`config.mk`:
```
export PLATFORM = sky130hd
export DESIGN_NAME = cvt_i_fp_mod
export DESIGN_NICKNAME = d
export VERILOG_FILES = /design/src/rtl/cvt_i_fp_mod.sv
export SDC_FILE = /design/constraint.sdc
export NUM_CORES = 1
export LEC_CHECK = 0
export BUFFER_PORTS_ARGS = -buffer_cell sky130_fd_sc_hd__buf_2
export CAP_MARGIN = 20
export CORE_MARGIN = 2
export CORE_UTILIZATION = 46
export DETAILED_ROUTE_END_ITERATION = 8
export SKIP_LAST_GASP = 1
export SYNTH_ARGS = -nofsm -noshare
export SYNTH_HDL_FRONTEND = slang
export SYNTH_SLANG_ARGS = --single-unit
```
`constraint.sdc`:
```
create_clock -name clk -period 23.3 [get_ports clk]
set_input_delay 4.66 -clock clk [delete_from_list [all_inputs] [get_ports clk]]
set_output_delay 4.66 -clock clk [all_outputs]
set_load 0.03 [all_outputs]
```
`src/rtl/cvt_i_fp_mod.sv`:
```
// cvt_i_fp_mod: 3-stage pipelined 32/64-bit signed/unsigned integer to single/double/extended converter
module cvt_i_fp_mod #(
  parameter int TAG_W = 6,
  parameter int RND_DEFAULT = 0
) (
  input  logic             clk,
  input  logic             rst,
  input  logic             clkEn,
  input  logic             en,
  input  logic [63:0]      A,
  input  logic             is32b,
  input  logic             isUns,
  input  logic             isSNG,
  input  logic             isDBL,
  input  logic             isEXT,
  input  logic [2:0]       rmode,
  input  logic [TAG_W-1:0] tag_in,
  output logic [63:0]      res,
  output logic [15:0]      res_hi,
  output logic             inexact,
  output logic             vld,
  output logic [TAG_W-1:0] tag_out
);
  logic [63:0] op;
  logic sg0;
  logic v1, s1;
  logic [2:0] f1;
  logic [1:0] rm1;
  logic [TAG_W-1:0] t1;
  logic [63:0] m1;
  assign op = is32b ? (isUns ? {32'b0, A[31:0]} : {{32{A[31]}}, A[31:0]}) : A;
  assign sg0 = ~isUns & op[63];
  always_ff @(posedge clk) begin
    if (rst) begin
      v1 <= 1'b0;
    end else if (clkEn) begin
      v1 <= en;
      f1 <= {isEXT, isDBL, isSNG};
      rm1 <= rmode[2] ? 2'(RND_DEFAULT) : rmode[1:0];
      t1 <= tag_in;
      s1 <= sg0;
      m1 <= sg0 ? -op : op;
    end
  end
  logic [5:0] msb;
  logic [63:0] norm;
  logic v2, s2, z2;
  logic [2:0] f2;
  logic [1:0] rm2;
  logic [TAG_W-1:0] t2;
  logic [63:0] n2;
  logic [5:0] e2;
  always_comb begin
    msb = '0;
    for (int i = 0; i < 64; i++) msb = m1[i] ? 6'(i) : msb;
  end
  assign norm = m1 << (6'd63 - msb);
  always_ff @(posedge clk) begin
    if (rst) begin
      v2 <= 1'b0;
    end else if (clkEn) begin
      v2 <= v1;
      f2 <= f1;
      rm2 <= rm1;
      t2 <= t1;
      s2 <= s1;
      n2 <= norm;
      e2 <= msb;
      z2 <= m1 == 64'd0;
    end
  end
  // The hidden bit is always 1, so a carry out of the fraction add means the mantissa wrapped to 1.0
  function automatic logic rnd(input logic [1:0] m, input logic sg, g, st, l);
    return m == 2'd0 ? g & (st | l) : m == 2'd1 ? 1'b0 : m == 2'd2 ? sg & (g | st) : ~sg & (g | st);
  endfunction
  logic inc_s, inc_d, cs, cd, ix, live;
  logic [22:0] fs;
  logic [51:0] fd;
  logic [7:0] es;
  logic [10:0] ed;
  logic [14:0] ex;
  logic [63:0] r;
  logic [15:0] rh;
  assign inc_s = rnd(rm2, s2, n2[39], |n2[38:0], n2[40]);
  assign inc_d = rnd(rm2, s2, n2[10], |n2[9:0], n2[11]);
  assign {cs, fs} = {1'b0, n2[62:40]} + 24'(inc_s);
  assign {cd, fd} = {1'b0, n2[62:11]} + 53'(inc_d);
  assign es = 8'(e2) + 8'(cs) + 8'd127;
  assign ed = 11'(e2) + 11'(cd) + 11'd1023;
  assign ex = 15'(e2) + 15'd16383;
  assign r = f2[0] ? {32'b0, s2, es, fs} : f2[1] ? {s2, ed, fd} : n2;
  assign rh = f2[2] ? {s2, ex} : 16'b0;
  assign ix = f2[0] ? n2[39] | (|n2[38:0]) : f2[1] ? n2[10] | (|n2[9:0]) : 1'b0;
  assign live = v2 & ~z2;
  always_ff @(posedge clk) begin
    if (rst) begin
      vld <= 1'b0;
      res <= '0;
      res_hi <= '0;
      inexact <= 1'b0;
      tag_out <= '0;
    end else if (clkEn) begin
      vld <= v2;
      res <= live ? r : '0;
      res_hi <= live ? rh : '0;
      inexact <= live & ix;
      tag_out <= v2 ? t2 : '0;
    end
  end
endmodule

```
After elaboration in Yosys (flattened, before gate mapping). Cells that the tools add are included.

Register bits after elaboration: 249. Input bits: 82. Output and inout bits: 88. Word-level logic and storage cells: 133.

$add $sub $neg: 9. Eq/ne operators: 2. Shifts and indexed selects: 1. Mux-type cells: 80. Bitwise logic cells: 17. Reductions and logical operators: 5.

Operator list (number): $mux 64 (6); $mux 6 (33); $mux 5 (16); $logic_not 64->1 (1); $neg 64->64 (1); $shl 64x6->64 (1); $add 52x1->53 (1); $reduce_or 39->1 (1); $mux 16 (2); $mux 4 (8); $add 23x1->24 (1); $add 6x14->15 const B (1); $add 6x1->7 (2); $mux 3 (4); $add 7x10->11 const B (1); $reduce_or 10->1 (1); $and 1x1->1 (9); $mux 1 (9); $add 7x7->8 const B (1); $sub 6x6->6 const A (1); $mux 2 (2); $not 1->1 (4); $or 1x1->1 (4); $eq 2x1->1 const B (1); 3 further kinds (3).

Depth between registers and ports, before layout. Gate-level depths: netlist (run 1).

Depth after elaboration: 65. Gate-level depth with buffers: 23. Mapped depth without buffers: 22.

Worst setup path after synthesis (run 1). Ideal clock, no wire load.

Path kind: input to register. Start point: input clkEn. End point: register e2[0], enable pin. Setup time: 0.681 ns. Data arrival time: 12.027 ns. Required time: 22.619 ns. Slack: 10.592 ns. Stages: 5. Buffers on the path: 3. Path through: clkbuf_1 > inv_2 > clkbuf_1 > clkbuf_1 > nor2_1.

Word-level cells in the longest chain between the ends: 1.

Ends and longest elaborated chain: from (decl) (line 8) `input logic clkEn,`; $reduce_and 2->1 (no line); to (signal assigned) (line 68) `e2 <= msb;`; to (decl) (line 52) `logic [5:0] e2;`.

Every way passes these cells. A chain may end at the register's enable or synchronous reset.

Worst setup path after layout (run 1).
Start point: input A[12]. End point: register m1[59], data pin.

Word-level cells in the longest chain between the ends: 4.

Ends and longest elaborated chain: from (decl) (line 10) `input logic [63:0] A,`; $mux 64 (line 31) `assign op = is32b ? (isUns ? {32'b0, A[31:0]} : {{32{A[31]}}, A[31:0]}) : A;`; $mux 64 * (line 31); $neg 64->64 * (line 42) `m1 <= sg0 ? -op : op;`; $mux 64 * (line 42); to (signal assigned) (line 42); to (decl) (line 30) `logic [63:0] m1;`.

Every way passes the cells marked *; elsewhere a longest branch is shown, timed or not.

==> impl_results.md, run 1 <==
- Critical path launch point type: primary input
- Flop and latch count out of synthesis: 246
- Synthesized Nets: 2145
- Overflow left after global routing: 0
- HPWL Detailed: 44.3 mm
- Cell at the root of the clock tree: sky130_fd_sc_hd__clkbuf_16
- Number of clock sinks: 246
- # DRC: 0
- Power density normalized to cell area: 59.4 nW/um2
- Fillers: 3630
- Required @ worst endpoint: 23.62 ns
- Insertion delay to the later sink of the worst-skew pair: 0.56 ns
- Netlist area before placement: 17500 um2
- IR drop worst, VDD: 0.0000326 V
- Syn_area_per_cell: 8.52 um2
- Internal portion of total power: 819 uW
- Average vias per placed instance: 6.05
- Fin Hold WS: 0.418 ns
- Leakage component of the power: 0.00736 uW
- Number of diodes: 0
- Max-slew headroom at the worst pin: 25.1%
- Starting Density: 46.5%
- Commonest cells post-synth: sky130_fd_sc_hd__nand2_1 (234), sky130_fd_sc_hd__nor2_1 (233), sky130_fd_sc_hd__a21oi_1 (193)
- RSZ-0062 raised after global routing: no
- Category of the most critical setup path: in2reg
- Number of rows in the core area: 71
- Area Growth Syn to Fin: 10.9%
- Post-synthesis cell count: 2052
- Reg clk slew, reported paths: 0.06 ns
- Proportion of power drawn by flip-flops and latches: 45.6%
- Deepest clock path buffer count: 3
- Outcome: complete, no violations
- Average wire per cell in the routed design: 21.9 um
- Fin Setup TNS: 0 ns
- Placer congestion estimate: 0.952
- Crit. End Element: register
- Synth warn: 0
- Number of buffers created by CTS: 26
- Most repeated cell in the gate-level netlist after synthesis: sky130_fd_sc_hd__nand2_1
- Final layout net count: 2219
- Fin crit share: 31.3%
- Combinational share of power: 17.6%
- Detailed-route wire length: 58.3 mm
- Resized cells post-CTS: 0
- Proportion of layout cells with a drive suffix above 1: 14.3%
- Buffer count from post-CTS setup fixing: 0
- Most frequently used flop master after synthesis: sky130_fd_sc_hd__edfxtp_1
- Remaining number of nets flagged by the antenna check after routing: 0
- TritonRoute pass-1 iters: 8
- Worst EP arrival: 7.61 ns
- Proportion of register bits with asynchronous set or reset after synthesis: 0%
- Switching part of the total: 28.9%
- Area of the core: 37600 um2
- CTS tree: done
- Post-synth EDFFs: 159
- Max-slew violation count: 0
- Worst Skew: 0.0174 ns
- Number of antenna violations at the first check in global routing: 0
- First-iteration detailed-routing DRC count: 1343
- Number of setup violations in the final report: 0
- Worst Tran Pin Value: 1.09 ns
- Count of different cell masters after synthesis: 93
- Most area-consuming cells after synthesis: sky130_fd_sc_hd__edfxtp_1 (27%), sky130_fd_sc_hd__dfxtp_1 (10%), sky130_fd_sc_hd__mux2i_1 (7.4%)
- Synth top area share: 27.3%
- Die X-Extent: 199 um
- Die ar.: 39600 um2
- Minimum clock period after layout: 7.29 ns
- Share of the yosys chip area belonging to registers: 37.3%
- Global-route wire length before repair: 89.3 mm
- IO Port Bufs: 169
- Maximum fanout along the worst path: 7
- Number of ports placed on the die boundary: 170
- Final Hold Viols: 0
- Total via count in the routed design: 16100
- Count of hold-fix buffers inserted at cts: 0
- Part of the total power dissipated in the clock network: 36.9%
- Depth of the CTS H-tree: 1
- Maximum number of pins on one net before global-route repair: 118
- Reported max-cap violation count: 0
- Vias in the first global route: 15200
- Cell taking the most area after synthesis: sky130_fd_sc_hd__edfxtp_1
- Global-route total usage across every layer: 29.2%
- Max Clk Rate: 0.137 GHz
- Net switching power of the design: 333 uW
- Chip Height: 199 um
- Worst min-delay path class: reg2reg
[through the flow]
stage / instance area, um2 / util, % / total power (uW) / setup WS, ns / instances
final: 19400 / 51.6 / 1150 / 16.01 / 2657
after global routing: 19400 / 51.6 / 1200 / 15.80 / 2657
after detailed placement: 18500 / 49.2 / 732 / 15.44 / 2607
after floorplan: 17500 / - / 661 / 10.59 / 2052
after CTS: 19400 / 51.5 / 1160 / 16.04 / 2655
after global placement: 18500 / 49.2 / 730 / 15.50 / 2607
[logic make-up (layout without fill, tap and decap cells)]
family / after synthesis / after routing / share of synthesized area, %
mux: 157 / 157 / 9.28
flops: 246 / 246 / 37.3
compound gates: 555 / 555 / 20.6
fa+ha+maj: 11 / 11 / 0.787
buf+inv: 190 / 284 / 4.85
simple gates: 766 / 766 / 20.9
xor+xnor: 127 / 127 / 6.36
[cells in the final DEF, fill, tap and decap left out, drive strengths merged, types with 32 or more instances in the layout]
cell type and instances:
nand2 236, mux2i 131, nand3 68, dfxtp 87, edfxtp 159, xor2 63, inv 39, xnor2 64
o21ai 97, a21oi 195, nor3 55, a22oi 32, buf 195, clkbuf 32, o211ai 60, nor2 235
nor4 37
[final timing paths]
path              slack [ns]    from  endpoint  cells after the start
setup / recovery       16.01   A[12]    m1[59]                     11
hold / removal          0.42   t1[4]     t2[4]                      0
setup reg to reg       18.21  m1[54]    n2[57]                     12
hold reg to reg         0.42   t1[4]     t2[4]                      0
[layer usage]
layer | part of all wire, % | vias to the layer above | wire length [um] | track usage, %
met5 | 0 | - | 0 | 0
met4 | 5.7 | 0 | 3350 | 15.9
met3 | 4.6 | 137 | 2700 | 2.58
met2 | 48 | 567 | 27800 | 49.1
met1 | 42 | 7643 | 24400 | 37.1
li1 | - | 7730 | - | -
[critical path: stages]
cell and delay (ns):
sky130_fd_sc_hd__buf_2 0.12, sky130_fd_sc_hd__or4_1 0.56, sky130_fd_sc_hd__or4_1 0.59, sky130_fd_sc_hd__nand4bb_4 0.30, sky130_fd_sc_hd__nor2_4 0.22, sky130_fd_sc_hd__o21ai_1 0.14
sky130_fd_sc_hd__a21o_1 0.26, sky130_fd_sc_hd__nor2_1 0.20, sky130_fd_sc_hd__o21a_2 0.21, sky130_fd_sc_hd__o22ai_1 0.08, sky130_fd_sc_hd__o221a_1 0.25
[cell type report]
| class | count | area, um2 | area share, % |
|---|---|---|---|
| inverter | 41 | 161 | 0.833 |
| tap | 511 | 639 | 3.30 |
| multi-input combinational | 1616 | 10100 | 52.3 |
| sequential | 246 | 6520 | 33.6 |
| timing repair buffer | 195 | 1060 | 5.46 |
| clock inverter | 16 | 191 | 0.988 |
| clock buffer | 32 | 683 | 3.52 |
[power by group through the flow]
stage	sequential [uW]	clock, uW	combinational (uW)
CTS	524	433	200
global route	527	452	220
global placement	533	0	198
detailed placement	533	0	199
finish	525	424	202
floorplan	521	0	140
[state kept, by name, indices dropped and copies added (netlist names), 2 cells and up]
signal	flops
m1	64
n2	64
res	64
res_hi	13
e2	6
t1	6
t2	6
tag_out	6
f1	3
f2	3
rm1	2
rm2	2
Power figures use the tool's default switching activity.
==> run 2, diff against run 1 <==
--- a/config.mk
+++ b/config.mk
@@ -10,6 +10,7 @@
 export CORE_MARGIN = 2
 export CORE_UTILIZATION = 46
 export DETAILED_ROUTE_END_ITERATION = 8
+export PLACE_DENSITY = 0.67
 export SKIP_LAST_GASP = 1
 export SYNTH_ARGS = -nofsm -noshare
 export SYNTH_HDL_FRONTEND = slang
==> constraint.sdc (replaced) <==
create_clock -name clk -period 6.35 [get_ports clk]
set_input_delay 1.27 -clock clk [delete_from_list [all_inputs] [get_ports clk]]
set_output_delay 1.27 -clock clk [all_outputs]
set_load 0.03 [all_outputs]
==> run 2 against run 1 <==
- core utilization is essentially flat
- wire length grew 0.24%
- total power grew to 3.7 times the previous value
- clock skew grew 0.00095 ns
- critical path depth is the same
- die area is the same
- sequential share of layout area is essentially flat
- sequential power grew to 3.7 times the previous value
- global-route usage shrank 0.17 points
- register-to-register slack lost 17 ns
- largest power group unchanged
- highest routed layer unchanged
==> impl_results.md, run 2 (synthesized netlist as in run 1, its figures left out) <==
- IO Port Bufs: 169 (unchanged)
- Max-slew headroom at the worst pin: 32.8% (+7.7 points)
- Deepest clock path buffer count: 3 (unchanged)
- CTS tree: done
- Fillers: 3633 (+0.083%)
- Detailed-route wire length: 58.4 mm (+0.24%)
- Hold Path Stages: 0 (unchanged)
- Remaining number of nets flagged by the antenna check after routing: 0 (unchanged)
- Core Util, Final: 51.6% (about the same)
- Number of ports placed on the die boundary: 170 (unchanged)
- Category of the most critical setup path: reg2reg
- Max-slew violation count: 0 (unchanged)
- Global-route total usage across every layer: 29.0% (-0.17 points)
- Number of clock sinks: 246 (unchanged)
- Registers with the most flip-flops: m1 (64), n2 (64), res (64)
- Power density normalized to cell area: 219 nW/um2 (+270%)
- Worst min-delay path class: reg2reg
- Area Growth Syn to Fin: 11.0% (about the same)
- Worst path setup slack after routing: 1.35 ns (-14.66 ns)
- Number of diodes: 0 (unchanged)
- Vias in the first global route: 15300 (+0.96%)
- Buffer count from post-CTS setup fixing: 0 (unchanged)
- Worst Skew: 0.0183 ns (+0.000954 ns)
- Worst R2R Path Depth: 11 (-1)
- Crit path max-delay cell type: sky130_fd_sc_hd__a21oi_2
- Max Clk Rate: 0.200 GHz
- Number of setup violations in the final report: 0 (unchanged)
- Buffers and inverters on the worst path: 3 (+2)
- Worst EP arrival: 5.28 ns (-2.33 ns)
- Part of the total power dissipated in the clock network: 36.9% (about the same)
- Required @ worst endpoint: 6.63 ns (-16.99 ns)
- Maximum fanout along the worst path: 22 (+15)
- Average vias per placed instance: 6.14 (+1.5%)
- Placement-stage worst setup slack: 1.51 ns (-13.92 ns)
- Cell chain of the critical path: nor4_2 -> and2_1 -> nand2_1 -> a21oi_2 -> buf_4 -> clkinv_1 -> buf_4 -> mux2i_1 -> mux2i_1 -> mux2i_1 -> o211ai_1
- Cell at the root of the clock tree: sky130_fd_sc_hd__clkbuf_16
- Commonest non-fill, non-tap cell in the layout: sky130_fd_sc_hd__nand2_1
- Overflow left after global routing: 0 (unchanged)
- R2r startpoint: m1[57]
- RSZ-0062 raised after global routing: no
- Largest stage delay on the critical path: 0.86 ns (+0.27 ns)
- Crit. End Element: register
- Outcome: complete, no violations
- Top Family by Delay on Critical Path: simple AND/OR/NAND/NOR gates
- Die ar.: 39600 um2 (unchanged)
- Footprint of the multi-input gates: 10100 um2 (unchanged)
- Internal portion of total power: 3010 uW (+270%)
- Reg clk slew, reported paths: 0.06 ns (about the same)
- Reported max-cap violation count: 0 (unchanged)
- TritonRoute pass-1 iters: 5 (-3)
- Resized cells post-CTS: 0 (unchanged)
- Maximum number of pins on one net before global-route repair: 140 (+19%)
- Most frequent cells in the layout: sky130_fd_sc_hd__nand2_1 (234), sky130_fd_sc_hd__nor2_1 (231), sky130_fd_sc_hd__a21oi_1 (193), sky130_fd_sc_hd__buf_2 (169), sky130_fd_sc_hd__edfxtp_1 (159)
- Proportion of layout cells with a drive suffix above 1: 14.4% (+0.093 points)
- # DRC: 0 (unchanged)
- Proportion of power drawn by flip-flops and latches: 45.4% (-0.2 points)
- Total non-filler cell area in the finished layout: 19400 um2 (about the same)
- Internal reg-to-reg setup slack: 1.35 ns (-16.86 ns)
- IR drop worst, VDD: 0.000189 V (+480%)
- Fin crit share: 78.7%
- First-iteration detailed-routing DRC count: 1478 (+10%)
- Depth of the CTS H-tree: 1 (unchanged)
- Fin Setup TNS: 0 ns (unchanged)
- Final layout net count: 2219 (unchanged)
- Chip Height: 199 um (unchanged)
- Placer congestion estimate: 1.01 (+6.3%)
- Critical path launch point type: register
- Global-route wire length before repair: 89.5 mm (+0.26%)
- Insertion delay to the later sink of the worst-skew pair: 0.55 ns (about the same)
- Combinational share of power: 17.6% (about the same)
- Number of antenna violations at the first check in global routing: 0 (unchanged)
- HPWL Detailed: 44.1 mm (-0.49%)
- Total via count in the routed design: 16300 (+1.5%)
- Placement-stage cell area: 18500 um2 (+0.15%)
- Hold Crit Start: t1[0]
- Critical register-to-register path endpoint: n2[62]
- Number of rows in the core area: 71 (unchanged)
- Switching part of the total: 28.9% (about the same)
- Top cell by count, worst path: sky130_fd_sc_hd__mux2i_1
- Leakage component of the power: 0.00736 uW (about the same)
- Die X-Extent: 199 um (unchanged)
- Final Hold Viols: 0 (unchanged)
- Total area of sequential cells: 6520 um2 (unchanged)
- Number of buffers created by CTS: 26 (unchanged)
- Endpoint of the worst hold path: t2[0]
- Worst Tran Pin Value: 0.998 ns (-0.0962 ns)
- Average wire per cell in the routed design: 22.0 um (+0.24%)
- Net switching power of the design: 1230 uW (+270%)
- Starting Density: 46.5% (unchanged)
- Area of the core: 37600 um2 (unchanged)
- Minimum clock period after layout: 5.00 ns
- Count of hold-fix buffers inserted at cts: 0 (unchanged)
run 2: cell count changes in the layout (fill, tap and decap cells not counted), sizes merged:
cell    change
inv         +1
clkinv      -2
clkbuf      +2
bufinv      -1
run 2: layout make-up:
| type | count | share of cell area (%) |
|---|---|---|
| repair buffers | 195 | 5.43 |
| clock inverters | 14 | 0.832 |
| multi-input cells | 1616 | 52.2 |
| clock buffers | 34 | 3.77 |
| inverters | 41 | 0.832 |
| well taps | 511 | 3.30 |
| flip-flops and latches | 246 | 33.6 |
run 2: how the worst max path moves through the flow:
stage / from / end / slack [ns] / cells past startpoint
after global placement: m1[57] / n2[62] / 1.58 / 11
final: m1[57] / n2[62] / 1.35 / 11
after CTS: m1[57] / n2[62] / 1.55 / 11
after global routing: m1[57] / n2[62] / 1.28 / 11
after floorplan: clkEn / e2[0] / 1.51 / 5
after detailed placement: m1[57] / n2[62] / 1.51 / 11
run 2: routing by layer:
metal  global-route usage (%)  wire (um)  vias to the layer above
met4                     14.5       3170                        0
li1                         -          -                     7720
met5                        0          0                        -
met3                     2.59       3100                      146
met2                     49.2      27800                      710
met1                     37.0      24300                     7750
run 2: stage by stage:
stage,power (uW),hold WS (ns),instances
4_1_cts,4260,0.426,2657
3_3_place_gp,2680,0.401,2609
3_5_place_dp,2690,0.409,2609
6_report,4240,0.421,2657
2_1_floorplan,2420,0.400,2052
5_1_grt,4400,0.433,2657
run 2: power by group through the flow:
stage | Sequential, uW | Clock (uW) | Combinational (uW)
2_1_floorplan | 1900 | 0 | 516
3_3_place_gp | 1950 | 0 | 726
3_5_place_dp | 1960 | 0 | 731
4_1_cts | 1920 | 1600 | 734
5_1_grt | 1940 | 1660 | 808
6_report | 1930 | 1570 | 748
run 2: worst reg2reg max path: stages (launching register included):
cell and delay, ns:
sky130_fd_sc_hd__edfxtp_1 0.52, sky130_fd_sc_hd__nor4_2 0.55, sky130_fd_sc_hd__and2_1 0.52, sky130_fd_sc_hd__nand2_1 0.64
sky130_fd_sc_hd__a21oi_2 0.87, sky130_fd_sc_hd__buf_4 0.34, sky130_fd_sc_hd__clkinv_1 0.11, sky130_fd_sc_hd__buf_4 0.21
sky130_fd_sc_hd__mux2i_1 0.17, sky130_fd_sc_hd__mux2i_1 0.10, sky130_fd_sc_hd__mux2i_1 0.54, sky130_fd_sc_hd__o211ai_1 0.15
==> run 3, diff against run 2 <==
--- a/config.mk
+++ b/config.mk
@@ -10,7 +10,6 @@
 export CORE_MARGIN = 2
 export CORE_UTILIZATION = 46
 export DETAILED_ROUTE_END_ITERATION = 8
-export PLACE_DENSITY = 0.67
 export SKIP_LAST_GASP = 1
 export SYNTH_ARGS = -nofsm -noshare
 export SYNTH_HDL_FRONTEND = slang
==> constraint.sdc (replaced) <==
create_clock -name clk -period 4.8 [get_ports clk]
set_input_delay 0.96 -clock clk [delete_from_list [all_inputs] [get_ports clk]]
set_output_delay 0.96 -clock clk [all_outputs]
set_load 0.03 [all_outputs]
==> run 3 against run 2 <==
- clock power grew 29%
- sequential power grew 32%
- first-iteration DRC count shrank 8.1%
- highest routed layer unchanged
- critical endpoint is now n2[60]
- count of clock-buffer cells in the layout grew 1
- non-clock buffer count grew 25
- largest cell class unchanged
==> impl_results.md, run 3 (synthesized netlist as in run 1, its figures left out) <==
- Fin Hold WS: 0.422 ns (+0.000397 ns)
- Worst min-delay path class: reg2reg
- IR drop worst, VDD: 0.000202 V (+6.9%)
- Number of rows in the core area: 71 (unchanged)
- Cell at the root of the clock tree: sky130_fd_sc_hd__clkbuf_16
- Chip Height: 199 um (unchanged)
- Net switching power of the design: 1680 uW (+37%)
- Worst Tran Pin Value: 1.02 ns (+0.0194 ns)
- Placement-stage cell area: 18700 um2 (+1.3%)
- First-iteration detailed-routing DRC count: 1358 (-8.1%)
- Total non-filler cell area in the finished layout: 19600 um2 (+1.1%)
- Max-slew violation count: 0 (unchanged)
- Minimum clock period after layout: 4.38 ns (-0.622 ns)
- Global-route wire length before repair: 90.6 mm (+1.2%)
- Worst Skew: 0.0225 ns (+0.00421 ns)
- Fin crit share: 91.2% (+12 points)
- Number of buffers created by CTS: 28 (+7.7%)
- Outcome: complete, no violations
- Depth of the CTS H-tree: 1 (unchanged)
- Resized cells post-CTS: 0 (unchanged)
- Deepest clock path buffer count: 3 (unchanged)
- Critical path origin: m1[9]
- Total via count in the routed design: 16200 (-0.57%)
- Commonest non-fill, non-tap cell in the layout: sky130_fd_sc_hd__nand2_1
- Proportion of power drawn by flip-flops and latches: 45.6% (+0.2 points)
- Category of the most critical setup path: reg2reg
- Area Growth Syn to Fin: 12.2%
- Power density normalized to cell area: 285 nW/um2 (+30%)
- Number of ports placed on the die boundary: 170 (unchanged)
- Total placed cells including tap cells: 2634 (+0.96%)
- Routing usage on met1: 37.4% (+0.35 points)
- Internal portion of total power: 3910 uW (+30%)
- Reported max-cap violation count: 0 (unchanged)
- Worst EP arrival: 4.66 ns (-0.62 ns)
- TritonRoute pass-1 iters: 7 (+2)
- Vias in the first global route: 15600 (+1.9%)
- Average wire per cell in the routed design: 22.0 um (about the same)
- Number of antenna violations at the first check in global routing: 0 (unchanged)
- IO Port Bufs: 169 (unchanged)
- Buffer count from post-CTS setup fixing: 0 (unchanged)
- Switching part of the total: 30.1% (+1.1 points)
- Registers with the most flip-flops: m1 (64), n2 (64), res (64)
- Maximum fanout along the worst path: 36 (+64%)
- Maximum number of pins on one net before global-route repair: 82 (-41%)
- Placement-stage worst setup slack: 0.531 ns (-0.984 ns)
- Fin Setup TNS: 0 ns (unchanged)
- Highest-utilization routing layer at the global route stage: met2
- Max-slew headroom at the worst pin: 32.2% (-0.68 points)
- Critical path launch point type: register
- Required @ worst endpoint: 5.09 ns (-1.54 ns)
- Area of the core: 37600 um2 (unchanged)
- R2r startpoint: m1[9]
- Placer congestion estimate: 0.978 (-3.3%)
- Overflow left after global routing: 0 (unchanged)
- Hold Crit Start: f1[1]
- Final cell count without fillers: 2685 (+1.1%)
- CTS tree: done
- Global-route total usage across every layer: 29.5% (+0.53 points)
- Worst path setup slack after routing: 0.423 ns (-0.928 ns)
- Count of hold-fix buffers inserted at cts: 0 (unchanged)
- Detailed-route wire length: 59.0 mm (+1.1%)
- Insertion delay to the later sink of the worst-skew pair: 0.58 ns (+0.03 ns)
- Final Hold Viols: 0 (unchanged)
- Die ar.: 39600 um2 (unchanged)
- Combinational share of power: 18.1% (+0.5 points)
- # DRC: 0 (unchanged)
- Leakage component of the power: 0.00748 uW (+1.7%)
- Die X-Extent: 199 um (unchanged)
- RSZ-0062 raised after global routing: no
- Part of the total power dissipated in the clock network: 36.3% (-0.6 points)
- Most frequent cells in the layout: sky130_fd_sc_hd__nand2_1 (234), sky130_fd_sc_hd__nor2_1 (231), sky130_fd_sc_hd__a21oi_1 (193), sky130_fd_sc_hd__buf_2 (169), sky130_fd_sc_hd__edfxtp_1 (159)
- Starting Density: 46.5% (unchanged)
- Number of clock sinks: 246 (unchanged)
- Average vias per placed instance: 6.05 (-1.6%)
- Number of setup violations in the final report: 0 (unchanged)
- Final layout net count: 2246 (+1.2%)
- Number of diodes: 0 (unchanged)
- Proportion of layout cells with a drive suffix above 1: 15.5% (+1.1 points)
- Met3 demand-to-capacity share in global routing: 3.10% (+0.51 points)
- Max Clk Rate: 0.228 GHz (+14%)
- Reg clk slew, reported paths: 0.06 ns (about the same)
- Crit. End Element: register
- HPWL Detailed: 45.4 mm (+2.9%)
- Met2 global-route usage: 49.9% (+0.70 points)
- Remaining number of nets flagged by the antenna check after routing: 0 (unchanged)
[run 3: changes by cell type in the layout (fill, tap and decap cells not counted)]
| cell | before | now |
|---|---|---|
| sky130_fd_sc_hd__inv_8 | 1 | 3 |
| sky130_fd_sc_hd__clkbuf_2 | 0 | 3 |
| sky130_fd_sc_hd__clkbuf_1 | 4 | 3 |
| sky130_fd_sc_hd__inv_6 | 2 | 1 |
| sky130_fd_sc_hd__clkinv_2 | 5 | 4 |
| sky130_fd_sc_hd__buf_12 | 1 | 5 |
| sky130_fd_sc_hd__clkbuf_16 | 27 | 28 |
| sky130_fd_sc_hd__clkbuf_4 | 0 | 1 |
| sky130_fd_sc_hd__buf_4 | 25 | 46 |
| sky130_fd_sc_hd__clkinvlp_4 | 0 | 3 |
| sky130_fd_sc_hd__bufinv_16 | 3 | 1 |
| sky130_fd_sc_hd__clkinv_4 | 0 | 1 |
| sky130_fd_sc_hd__clkbuf_8 | 3 | 0 |
[run 3: cell type report]
| class | count | area, um2 |
|---|---|---|
| flip-flops and latches | 246 | 6520 |
| clock buffers | 35 | 734 |
| fillers | 3652 | 18000 |
| clock inverters | 16 | 141 |
| repair buffers | 220 | 1290 |
| multi-input cells | 1616 | 10100 |
| well taps | 511 | 639 |
| inverters | 41 | 161 |
[run 3: final timing paths]
| check | to | slack, ns | depth (start not counted) |
|---|---|---|---|
| min reg2reg | f2[1] | 0.42 | 0 |
| max | n2[60] | 0.42 | 11 |
| min | f2[1] | 0.42 | 0 |
| max reg2reg | n2[60] | 0.42 | 11 |
[run 3: power by group through the flow]
stage / sequential, uW / clock [uW] / combinational (uW)
4_1_cts: 2540 / 2080 / 993
3_5_place_dp: 2590 / 0 / 990
6_report: 2550 / 2030 / 1010
2_1_floorplan: 2520 / 0 / 683
5_1_grt: 2560 / 2170 / 1100
3_3_place_gp: 2590 / 0 / 984
[run 3: worst max-delay path, stage by stage, from the launching register on]
cell,delay (ns)
sky130_fd_sc_hd__edfxtp_1,0.48
sky130_fd_sc_hd__or4_1,0.60
sky130_fd_sc_hd__o2111ai_1,0.42
sky130_fd_sc_hd__a211o_2,0.41
sky130_fd_sc_hd__nand2_8,0.12
sky130_fd_sc_hd__buf_4,0.27
sky130_fd_sc_hd__a21oi_1,0.40
sky130_fd_sc_hd__mux2_2,0.27
sky130_fd_sc_hd__a211oi_1,0.08
sky130_fd_sc_hd__a2111oi_0,0.75
sky130_fd_sc_hd__buf_4,0.24
sky130_fd_sc_hd__a211oi_1,0.05
[run 3: per-stage QoR]
| stage | total power, uW | utilization, % |
|---|---|---|
| 6_report | 5590 | 52.2 |
| 5_1_grt | 5820 | 52.2 |
| 4_1_cts | 5620 | 52.2 |
| 3_5_place_dp | 3580 | 49.9 |
| 3_3_place_gp | 3570 | 49.9 |
| 2_1_floorplan | 3200 | - |
[run 3: per-layer routing]
metal	up-vias	share of wire [%]
li1	7784	-
met4	0	5.4
met3	144	4.9
met5	-	0
met1	7720	42
met2	585	48
